[src/rtl/ice51_uart_pkg.sv]
// Shared types and frame constants for the ice51 UART.
// The PARITY states only become reachable when ICE51_UART_PARITY_EN is defined.
package ice51_uart_pkg;

  typedef enum logic [2:0] {
    TX_IDLE,
    TX_START,
    TX_DATA,
    TX_PARITY,
    TX_STOP
  } tx_state_t;

  typedef enum logic [2:0] {
    RX_IDLE,
    RX_START,
    RX_DATA,
    RX_PARITY,
    RX_STOP
  } rx_state_t;

  localparam logic START_LVL = 1'b0;
  localparam logic STOP_LVL  = 1'b1;

endpackage

[src/rtl/ice51_uart_fifo.sv]
// Synchronous show-ahead FIFO; the head reads as zero while empty.
// Pointers carry one extra wrap bit so full and empty can be told apart.
module ice51_uart_fifo #(
  parameter int WIDTH = 8,
  parameter int DEPTH = 4
) (
  input  logic             i_clk,
  input  logic             i_nrst,
  input  logic             i_push,
  input  logic [WIDTH-1:0] i_data,
  input  logic             i_pop,
  output logic [WIDTH-1:0] o_data,
  output logic             o_empty,
  output logic             o_full
);

  localparam int AW = $clog2(DEPTH);

  logic [AW:0]      wr_ptr;
  logic [AW:0]      rd_ptr;
  logic [WIDTH-1:0] mem [DEPTH];
  logic             do_push;
  logic             do_pop;

  assign o_empty = (wr_ptr == rd_ptr);
  assign o_full  = (wr_ptr[AW] != rd_ptr[AW]) && (wr_ptr[AW-1:0] == rd_ptr[AW-1:0]);

  // A pop frees the slot in the same cycle, so a full FIFO may still accept a push.
  assign do_pop  = i_pop && !o_empty;
  assign do_push = i_push && (!o_full || do_pop);

  assign o_data = o_empty ? '0 : mem[rd_ptr[AW-1:0]];

  always_ff @(posedge i_clk) begin
    if (!i_nrst) begin
      wr_ptr <= '0;
      rd_ptr <= '0;
    end else begin
      if (do_push) wr_ptr <= wr_ptr + 1'b1;
      if (do_pop)  rd_ptr <= rd_ptr + 1'b1;
    end
  end

  always_ff @(posedge i_clk) begin
    if (do_push) mem[wr_ptr[AW-1:0]] <= i_data;
  end

endmodule

[src/rtl/ice51_uart.sv]
// Full-duplex UART with a FIFO per direction and configurable bit period and width.
// Define ICE51_UART_PARITY_EN to add an even parity bit to every frame.
module ice51_uart
  import ice51_uart_pkg::*;
#(
  parameter int CLKS_PER_BIT = 104,
  parameter int DATA_BITS    = 8,
  parameter int FIFO_DEPTH   = 4
) (
  input  logic                 i_clk,
  input  logic                 i_nrst,
  input  logic                 i_uart_rx,
  output logic                 o_uart_tx,
  input  logic                 i_tx_valid,
  input  logic [DATA_BITS-1:0] i_tx_data,
  output logic                 o_tx_ready,
  output logic                 o_tx_busy,
  output logic                 o_rx_valid,
  output logic [DATA_BITS-1:0] o_rx_data,
  input  logic                 i_rx_ready,
  output logic                 o_rx_overrun,
  output logic                 o_rx_frame_err,
  output logic                 o_rx_parity_err,
  input  logic                 i_clr_err
);

  localparam int CW = $clog2(CLKS_PER_BIT);
  localparam int BW = $clog2(DATA_BITS);
  localparam logic [CW-1:0] BIT_END  = CW'(CLKS_PER_BIT - 1);
  localparam logic [CW-1:0] HALF_END = CW'(CLKS_PER_BIT / 2 - 1);
  localparam logic [BW-1:0] LAST_BIT = BW'(DATA_BITS - 1);

  tx_state_t            tx_state;
  tx_state_t            tx_next;
  logic [CW-1:0]        tx_cnt;
  logic [BW-1:0]        tx_bit_idx;
  logic [DATA_BITS-1:0] tx_shift;
  logic [DATA_BITS-1:0] tx_head;
  logic                 tx_bit_done;
  logic                 tx_load;
  logic                 tx_level;
  logic                 tx_empty;
  logic                 tx_full;

  rx_state_t            rx_state;
  rx_state_t            rx_next;
  logic [CW-1:0]        rx_cnt;
  logic [BW-1:0]        rx_bit_idx;
  logic [DATA_BITS-1:0] rx_shift;
  logic                 rx_meta;
  logic                 rx_sync;
  logic                 rx_bit_done;
  logic                 rx_half_done;
  logic                 rx_push_req;
  logic                 rx_frame_bad;
  logic                 rx_parity_bad;
  logic                 rx_empty;
  logic                 rx_full;
  logic                 rx_overrun_set;

`ifdef ICE51_UART_PARITY_EN
  logic                 tx_par;
  logic                 rx_par;
`endif

  assign o_tx_ready = !tx_full;
  assign o_tx_busy  = (tx_state != TX_IDLE) || !tx_empty;

  ice51_uart_fifo #(
    .WIDTH (DATA_BITS),
    .DEPTH (FIFO_DEPTH)
  ) u_tx_fifo (
    .i_clk   (i_clk),
    .i_nrst  (i_nrst),
    .i_push  (i_tx_valid && o_tx_ready),
    .i_data  (i_tx_data),
    .i_pop   (tx_load),
    .o_data  (tx_head),
    .o_empty (tx_empty),
    .o_full  (tx_full)
  );

  assign tx_bit_done = (tx_cnt == BIT_END);

  always_ff @(posedge i_clk) begin
    if (!i_nrst) tx_state <= TX_IDLE;
    else         tx_state <= tx_next;
  end

  always_comb begin
    tx_next = tx_state;
    case (tx_state)
      TX_IDLE:   if (!tx_empty) tx_next = TX_START;
      TX_START:  if (tx_bit_done) tx_next = TX_DATA;
      TX_DATA: begin
        if (tx_bit_done && (tx_bit_idx == LAST_BIT)) begin
`ifdef ICE51_UART_PARITY_EN
          tx_next = TX_PARITY;
`else
          tx_next = TX_STOP;
`endif
        end
      end
      TX_PARITY: if (tx_bit_done) tx_next = TX_STOP;
      TX_STOP:   if (tx_bit_done) tx_next = tx_empty ? TX_IDLE : TX_START;
      default:   tx_next = TX_IDLE;
    endcase
  end

  // STOP reloads straight into the next START so queued frames leave with no idle gap.
  always_comb begin
    tx_load  = 1'b0;
    tx_level = STOP_LVL;
    case (tx_state)
      TX_IDLE:   tx_load = !tx_empty;
      TX_START:  tx_level = START_LVL;
      TX_DATA:   tx_level = tx_shift[0];
`ifdef ICE51_UART_PARITY_EN
      TX_PARITY: tx_level = tx_par;
`endif
      TX_STOP:   tx_load = tx_bit_done && !tx_empty;
      default:   tx_level = STOP_LVL;
    endcase
  end

  always_ff @(posedge i_clk) begin
    if (!i_nrst) begin
      o_uart_tx  <= STOP_LVL;
      tx_cnt     <= '0;
      tx_bit_idx <= '0;
      tx_shift   <= '0;
    end else begin
      o_uart_tx <= tx_level;
      if (tx_load) begin
        tx_shift   <= tx_head;
        tx_cnt     <= '0;
        tx_bit_idx <= '0;
      end else if (tx_state != TX_IDLE) begin
        if (tx_bit_done) begin
          tx_cnt <= '0;
          if (tx_state == TX_DATA) begin
            tx_shift   <= tx_shift >> 1;
            tx_bit_idx <= tx_bit_idx + 1'b1;
          end
        end else begin
          tx_cnt <= tx_cnt + 1'b1;
        end
      end
    end
  end

`ifdef ICE51_UART_PARITY_EN
  always_ff @(posedge i_clk) begin
    if (!i_nrst)      tx_par <= 1'b0;
    else if (tx_load) tx_par <= ^tx_head;
  end
`endif

  always_ff @(posedge i_clk) begin
    if (!i_nrst) begin
      rx_meta <= STOP_LVL;
      rx_sync <= STOP_LVL;
    end else begin
      rx_meta <= i_uart_rx;
      rx_sync <= rx_meta;
    end
  end

  assign rx_bit_done  = (rx_cnt == BIT_END);
  assign rx_half_done = (rx_cnt == HALF_END);

  always_ff @(posedge i_clk) begin
    if (!i_nrst) rx_state <= RX_IDLE;
    else         rx_state <= rx_next;
  end

  // The half-bit wait in START aligns every later sample with the middle of its bit.
  always_comb begin
    rx_next = rx_state;
    case (rx_state)
      RX_IDLE:   if (rx_sync == START_LVL) rx_next = RX_START;
      RX_START:  if (rx_half_done) rx_next = (rx_sync == START_LVL) ? RX_DATA : RX_IDLE;
      RX_DATA: begin
        if (rx_bit_done && (rx_bit_idx == LAST_BIT)) begin
`ifdef ICE51_UART_PARITY_EN
          rx_next = RX_PARITY;
`else
          rx_next = RX_STOP;
`endif
        end
      end
      RX_PARITY: if (rx_bit_done) rx_next = RX_STOP;
      RX_STOP:   if (rx_bit_done) rx_next = RX_IDLE;
      default:   rx_next = RX_IDLE;
    endcase
  end

  always_comb begin
    rx_push_req   = 1'b0;
    rx_frame_bad  = 1'b0;
    rx_parity_bad = 1'b0;
    if ((rx_state == RX_STOP) && rx_bit_done) begin
      rx_frame_bad = (rx_sync != STOP_LVL);
`ifdef ICE51_UART_PARITY_EN
      rx_parity_bad = (rx_par != ^rx_shift);
`endif
      rx_push_req = !rx_frame_bad && !rx_parity_bad;
    end
  end

  always_ff @(posedge i_clk) begin
    if (!i_nrst) begin
      rx_cnt     <= '0;
      rx_bit_idx <= '0;
      rx_shift   <= '0;
    end else begin
      case (rx_state)
        RX_IDLE: begin
          rx_cnt     <= '0;
          rx_bit_idx <= '0;
        end
        RX_START: rx_cnt <= rx_half_done ? '0 : rx_cnt + 1'b1;
        default: begin
          if (rx_bit_done) begin
            rx_cnt <= '0;
            if (rx_state == RX_DATA) begin
              rx_shift   <= {rx_sync, rx_shift[DATA_BITS-1:1]};
              rx_bit_idx <= rx_bit_idx + 1'b1;
            end
          end else begin
            rx_cnt <= rx_cnt + 1'b1;
          end
        end
      endcase
    end
  end

`ifdef ICE51_UART_PARITY_EN
  always_ff @(posedge i_clk) begin
    if (!i_nrst)                                     rx_par <= 1'b0;
    else if ((rx_state == RX_PARITY) && rx_bit_done) rx_par <= rx_sync;
  end
`endif

  ice51_uart_fifo #(
    .WIDTH (DATA_BITS),
    .DEPTH (FIFO_DEPTH)
  ) u_rx_fifo (
    .i_clk   (i_clk),
    .i_nrst  (i_nrst),
    .i_push  (rx_push_req),
    .i_data  (rx_shift),
    .i_pop   (i_rx_ready),
    .o_data  (o_rx_data),
    .o_empty (rx_empty),
    .o_full  (rx_full)
  );

  assign o_rx_valid     = !rx_empty;
  assign rx_overrun_set = rx_push_req && rx_full && !i_rx_ready;

  // A new error event outranks a simultaneous clear so no event is ever lost.
  always_ff @(posedge i_clk) begin
    if (!i_nrst) begin
      o_rx_overrun   <= 1'b0;
      o_rx_frame_err <= 1'b0;
    end else begin
      if (rx_overrun_set) o_rx_overrun <= 1'b1;
      else if (i_clr_err) o_rx_overrun <= 1'b0;
      if (rx_frame_bad)   o_rx_frame_err <= 1'b1;
      else if (i_clr_err) o_rx_frame_err <= 1'b0;
    end
  end

`ifdef ICE51_UART_PARITY_EN
  always_ff @(posedge i_clk) begin
    if (!i_nrst)            o_rx_parity_err <= 1'b0;
    else if (rx_parity_bad) o_rx_parity_err <= 1'b1;
    else if (i_clr_err)     o_rx_parity_err <= 1'b0;
  end
`else
  assign o_rx_parity_err = 1'b0;
`endif

endmodule

[config.mk]
export PLATFORM = sky130hd
export DESIGN_NAME = ice51_uart
export DESIGN_NICKNAME = d
export VERILOG_FILES = /design/src/rtl/ice51_uart_pkg.sv /design/src/rtl/ice51_uart_fifo.sv /design/src/rtl/ice51_uart.sv
export SDC_FILE = /design/constraint.sdc
export NUM_CORES = 1
export LEC_CHECK = 0
export BUFFER_PORTS_ARGS = -buffer_cell sky130_fd_sc_hd__clkbuf_2
export CAP_MARGIN = 5
export CORE_ASPECT_RATIO = 0.8
export CORE_UTILIZATION = 40
export DETAILED_ROUTE_END_ITERATION = 10
export SLEW_MARGIN = 10
export SYNTH_ARGS = -nofsm -noshare
export SYNTH_HDL_FRONTEND = slang
export SYNTH_SLANG_ARGS = --single-unit
[constraint.sdc]
create_clock -name i_clk -period 4.7 [get_ports i_clk]
set_input_delay 0.235 -clock i_clk [delete_from_list [all_inputs] [get_ports i_clk]]
set_output_delay 0.235 -clock i_clk [all_outputs]
set_load 0.1 [all_outputs]
# Yosys cells after proc, flatten, opt, wreduce, memory -nomap -nowiden
# Memory sizes are Yosys's and may differ from the RTL's. A register that Yosys moved wholly into a read port is not among the register bits.
# Cells that the tools add are included.
dict set report totals {
  ram_bits 64
  wordCells 141
  register_bits 59
  inputBits 14
  memories 2
  out_inout_bits 15
}
dict set report op_classes {
  reduce_logical 39
  eq_ne 29
  n_mux 42
  add_sub_neg 8
  bitwise 4
}
# name words word_bits read_ports rd_clocked_by_memory_dff wr line_no
set mem_list {}
lappend mem_list {u_rx_fifo.mem 4 8 1 1 1 ice51_uart_fifo.sv:21} ;# logic [WIDTH-1:0] mem [DEPTH];
lappend mem_list {u_tx_fifo.mem 4 8 1 1 1 ice51_uart_fifo.sv:21}
# op count
set op_table {}
lappend op_table {{$mux W8} 6}
lappend op_table {{$mux W3} 12}
lappend op_table {{$pmux W3 S5} 2}
lappend op_table {{$mux W7} 3}
lappend op_table {{$ne A2 B2 Y1 const B} 10}
lappend op_table {{$add A3 B1 Y3 const B} 6}
lappend op_table {{$add A7 B1 Y7 const B} 2}
lappend op_table {{$eq A7 B7 Y1 const B} 2}
lappend op_table {{$pmux W7 S2} 1}
lappend op_table {{$reduce_bool A2 Y1} 7}
lappend op_table {{$logic_and A1 B1 Y1} 13}
lappend op_table {{$eq A3 B2 Y1 const B} 4}
lappend op_table {{$eq A3 B3 Y1 const B} 4}
lappend op_table {{$reduce_and A3 Y1} 4}
lappend op_table {{$mux W1} 10}
lappend op_table {{$mux W2} 5}
lappend op_table {{$reduce_and A5 Y1} 2}
lappend op_table {{$eq A7 B6 Y1 const B} 1}
lappend op_table {{$eq A3 B1 Y1 const B} 2}
lappend op_table {{$eq A3 B3 Y1} 2}
lappend op_table {{$logic_not A3 Y1} 2}
lappend op_table {{$pmux W3 S2} 1}
lappend op_table {{$logic_not A1 Y1} 5}
lappend op_table {{$eq A2 B2 Y1} 2}
lappend op_table {{other kinds (6)} 14}

# Longest topological paths before layout
dict set report logic_depth {
  depth_word 9
  ltp_mapped 7
  ltp_nobuf 5
}

# By module
# A second synthesis with hierarchy kept.
dict set report unflattened {
  hier_cells 450
  area_unflattened_um2 5557.8
}
# mod n_inst area_per_inst_um2 cells_per_inst seq_area_each_um2
set modules_own_cells {}
lappend modules_own_cells {ice51_uart_fifo 2 1695.4 103 1121.1}
lappend modules_own_cells {ice51_uart 1 2167.1 244 940.9}

# Worst setup path after synthesis
# Ideal clock, no wire load.
dict set report synth_timing {
  path_type {flip-flop to output port}
  from {register with a tool-made name}
  to {output o_rx_data[0]}
  t_arrival_ns 2.375
  slack_ns 2.090
  path_stages_with_launch 4
  required_ns 4.465
  cell_sequence {dfxtp_1 > clkbuf_1 > mux4_2 > nor2b_1}
}
# item line_no
set synth_lines {}
lappend synth_lines {{end: declaration} ice51_uart.sv:19} ;# output logic [DATA_BITS-1:0] o_rx_data,

# Final worst setup path
dict set report layout_timing {
  from {register u_rx_fifo.wr_ptr[1]}
  to {output o_rx_data[4]}
}
dict set report layout_between {
  elab_chain_cells 2
}
# item line_no
set layout_lines {}
lappend layout_lines {{start: declaration} ice51_uart_fifo.sv:19} ;# logic [AW:0] wr_ptr;
lappend layout_lines {{start signal: assignment} ice51_uart_fifo.sv:39} ;# if (do_push) wr_ptr <= wr_ptr + 1'b1;
lappend layout_lines {{$eq A3 B3 Y1} ice51_uart_fifo.sv:25} ;# assign o_empty = (wr_ptr == rd_ptr);
lappend layout_lines {{$mux W8} ice51_uart_fifo.sv:32} ;# assign o_data = o_empty ? '0 : mem[rd_ptr[AW-1:0]];
# No other way between the ends.

==> load_flow_metrics.sql <==
INSERT INTO impl_metrics (metric_group, metric, value, unit) VALUES
('power_and_ir_drop', 'switching_fraction_of_total_power', '27.6', '%'),
('synth', 'post-synth-top-area-fraction', '35.5', '%'),
('place', 'hpwl', '6.31', 'mm'),
('place', 'pre_cts_ws', '2.40', 'ns'),
('power_and_ir_drop', 'worst_ir_drop_vdd', '289', 'uV'),
('status', 'outcome', 'finished clean', ''),
('synth', 'synth-seq-area-share', '58.8', '%'),
('floorplanning', 'start_util', '41.6', '%'),
('finish', 'num_antenna_cells', '0', ''),
('floorplanning', 'die_area', '14000', 'um^2'),
('synth', 'netlist_top_cells_area', 'edfxtp_1 (36%), dfxtp_1 (23%), mux4_2 (6.7%)', ''),
('synth', 'mappedNetlistNets', '462', ''),
('synth', 'synth_top_family_by_area', 'simple AND/OR/NAND/NOR gates', ''),
('drt', 'wire_per_inst', '15.4', 'um'),
('sta', 'layout_min_cycle_time', '2.71', 'ns'),
('synth', 'synth-warning-count', '0', ''),
('synth', 'netlist_instances', '432', ''),
('sta', 'rsz_0062_raised_after_global_routing', 'false', ''),
('drt', 'post_drt_via_cell_ratio', '5.15', ''),
('sta', 'drv_slew', '0', ''),
('global_route', 'grt_pass1_vias', '3120', ''),
('finish', 'most-common-layout-cells', 'edfxtp_1 (64), dfxtp_1 (63), nor2_1 (36), clkbuf_2 (27), a21oi_1 (24)', ''),
('drt', 'number_of_search_and_repair_iterations_in_the_first_detailed_routing_pass', '5', ''),
('global_route', 'grt_antenna_before_repair', '0', ''),
('synth', 'post_synth_top_flop', 'edfxtp_1', ''),
('finish', 'drive_above_1_share', '18.2', '%'),
('finish', 'area_growth', '15.7', '%'),
('floorplanning', 'floorplan.core_area', '13000', 'um^2'),
('drt', 'drtAntennaViolNets', '0', ''),
('synth', 'post_synth_instance_area', '5410', 'um^2'),
('floorplanning', 'y_dimension_of_the_die', '106', 'um'),
('clocking', 'numCtsBuffers', '17', ''),
('place', 'place_congestion', '0.790', ''),
('power_and_ir_drop', 'leakage_power_summed_over_all_cells', '2.29', 'nW'),
('sta', 'timing.setup.tns', '0', 'ns'),
('power_and_ir_drop', 'powerDensity', '501', 'nW/um^2'),
('drt', 'routed_wl', '9.87', 'mm'),
('clocking', 'clkLatencyLatePin', '0.42', 'ns'),
('synth', 'synth_adder_area_share', '3.70', '%'),
('clocking', 'cts_root_buffer', 'clkbuf_16', ''),
('synth', 'synth_compound_area_share', '8.98', '%'),
('global_route', 'grt_first_pass_wirelength', '16.2', 'mm'),
('worst_setup_path', 'required', '4.47', 'ns'),
('synth', 'post_synth_num_cell_types', '57', ''),
('floorplanning', 'top_level_i_o_count', '29', ''),
('worst_setup_path', 'critical_path_peak_fanout', '9', ''),
('finish', 'layout_commonest_cell', 'edfxtp_1', ''),
('worst_setup_path', 'critPathKind', 'reg2out', ''),
('power_and_ir_drop', 'power.net_switching', '0.864', 'mW'),
('synth', 'yosys.area.top_type', 'edfxtp_1', ''),
('clocking', 'cts.repair_timing.setup_buffer_count', '0', ''),
('job', 'cap_violations', '0', ''),
('clocking', 'cts-htree-levels', '4', ''),
('synth', 'ys_seq_elements', '127', ''),
('sta', 'tightest_slew', '1.16', 'ns'),
('clocking', 'clock_input_transition_at_the_sequential_cells_of_the_worst_setup_and_hold_paths', '0.05', 'ns'),
('power_and_ir_drop', 'share_clk_of_total_power', '41.9', '%'),
('drt', 'drc', '0', ''),
('worst_setup_path', 'worstSetupStartpointType', 'flip-flop', ''),
('min_path', 'timing.hold.worst.class', 'in2reg', ''),
('sta', 'holdWs', '0.0326', 'ns'),
('global_route', 'grt.overflow.total', '0', ''),
('floorplanning', 'placement_rows', '37', ''),
('global_route', 'maximum_number_of_pins_on_one_net_before_global_route_repair', '39', ''),
('place', 'io_buffer_count', '27', ''),
('synth', 'yosys.area_share.xor_xnor', '3.56', '%'),
('worst_setup_path', 'crit_arrival', '2.47', 'ns'),
('power_and_ir_drop', 'intPower', '2.27', 'mW'),
('sta', 'report.final.setup_viol', '0', ''),
('synth', 'yosys-mux-area-fraction', '9.07', '%'),
('worst_setup_path', 'cp-end-kind', 'primary output', '');
final timing paths:
check	cells after the start	slack, ns	from	end
setup / recovery	4	1.99	u_rx_fifo.wr_ptr[1]	o_rx_data[4]
hold / removal	1	0.03	i_tx_data[5]	u_tx_fifo.mem[2][5]
setup reg to reg	5	2.54	rx_cnt[0]	rx_cnt[4]
hold reg to reg	1	0.42	rx_meta	rx_sync
final cells by class:
cell class	count	area [um^2]
Clock inverter	14	169
Sequential cell	127	3180
Multi-Input combinational cell	268	2060
Fill cell	1157	6750
Inverter	12	45.0
Timing Repair Buffer	29	153
Tap cell	175	219
Clock buffer	18	429
per-stage QoR:
| stage | cell area, um^2 | std cells | total power [mW] | utilization (%) |
|---|---|---|---|---|
| floorplan | 5410 | 432 | 1.76 | - |
| global placement | 5650 | 610 | 1.84 | 43.4 |
| detailed placement | 5650 | 610 | 1.85 | 43.4 |
| CTS | 6260 | 643 | 3.17 | 48.1 |
| global route | 6260 | 643 | 3.28 | 48.1 |
| finish | 6260 | 643 | 3.14 | 48.1 |
cell usage after synthesis (all sizes together), types with 2 or more instances:
cell	instances
o21ai	19
nor4	2
nand2b	5
dfxtp	63
and3	6
nor2	40
nor3b	2
or3	6
ha	16
nand3	13
xnor2	6
edfxtp	64
buf	6
nor3	4
and2	5
mux4	16
nor2b	11
a21oi	25
clkbuf	19
nand4	5
nor4bb	2
a311oi	7
xor2	16
or4b	2
mux2i	13
o311ai	3
inv	11
nand2	12
o21a	3
or2	2
o31a	3
a21boi	4
or4	4
o31ai	6
registers in the layout, summed over array words and instances, names as in the netlist, 3 cells and up, named ones only:
| signal | cells |
|---|---|
| rx_state | 3 |
| tx_state | 3 |
| rx_cnt | 7 |
| u_rx_fifo.rd_ptr | 3 |
| tx_cnt | 7 |
| rx_shift | 8 |
| tx_bit_idx | 3 |
| tx_shift | 8 |
| u_tx_fifo.mem | 32 |
| u_tx_fifo.rd_ptr | 3 |
| rx_bit_idx | 3 |
| u_tx_fifo.wr_ptr | 3 |
| u_rx_fifo.mem | 32 |
| u_rx_fifo.wr_ptr | 3 |
power groups by stage:
stage               logic [mW]  registers, mW  clock network (mW)
detailed placement       0.513           1.33                   0
CTS                      0.515           1.31                1.34
global placement         0.508           1.33                   0
floorplan                0.452           1.30                   0
finish                   0.514           1.31                1.31
global route             0.561           1.32                1.39
layer usage:
metal,part of all wire (%),vias up,track usage (%)
met5,0,-,0
met4,0.79,0,6.48
met3,5.3,5,5.01
met2,45,73,22.5
met1,49,1587,21.2
li1,-,1645,-
kinds of logic after synthesis:
family,Yosys count
DFF,127
and+or+nand+nor,125
AOI/OAI and AO/OA,75
buffers and inverters,37
muxes,29
xor gates and xnor gates,22
adders and majority gates,16
other,1
repair_timing:
action                     in CTS  in global routing
hold buffers                    1                  0
resized for setup               0                  0
setup endpoints to repair       0                  0
hold endpoints to repair        1                  0
critical path, cell delays in order, from the launching register on:
cell      delay [ns]
dfxtp_1         0.36
xor2_1          0.22
nor3_1          0.96
nor2b_1         0.11
clkbuf_2        0.41
No activity file was read; power rests on OpenSTA's default activity.
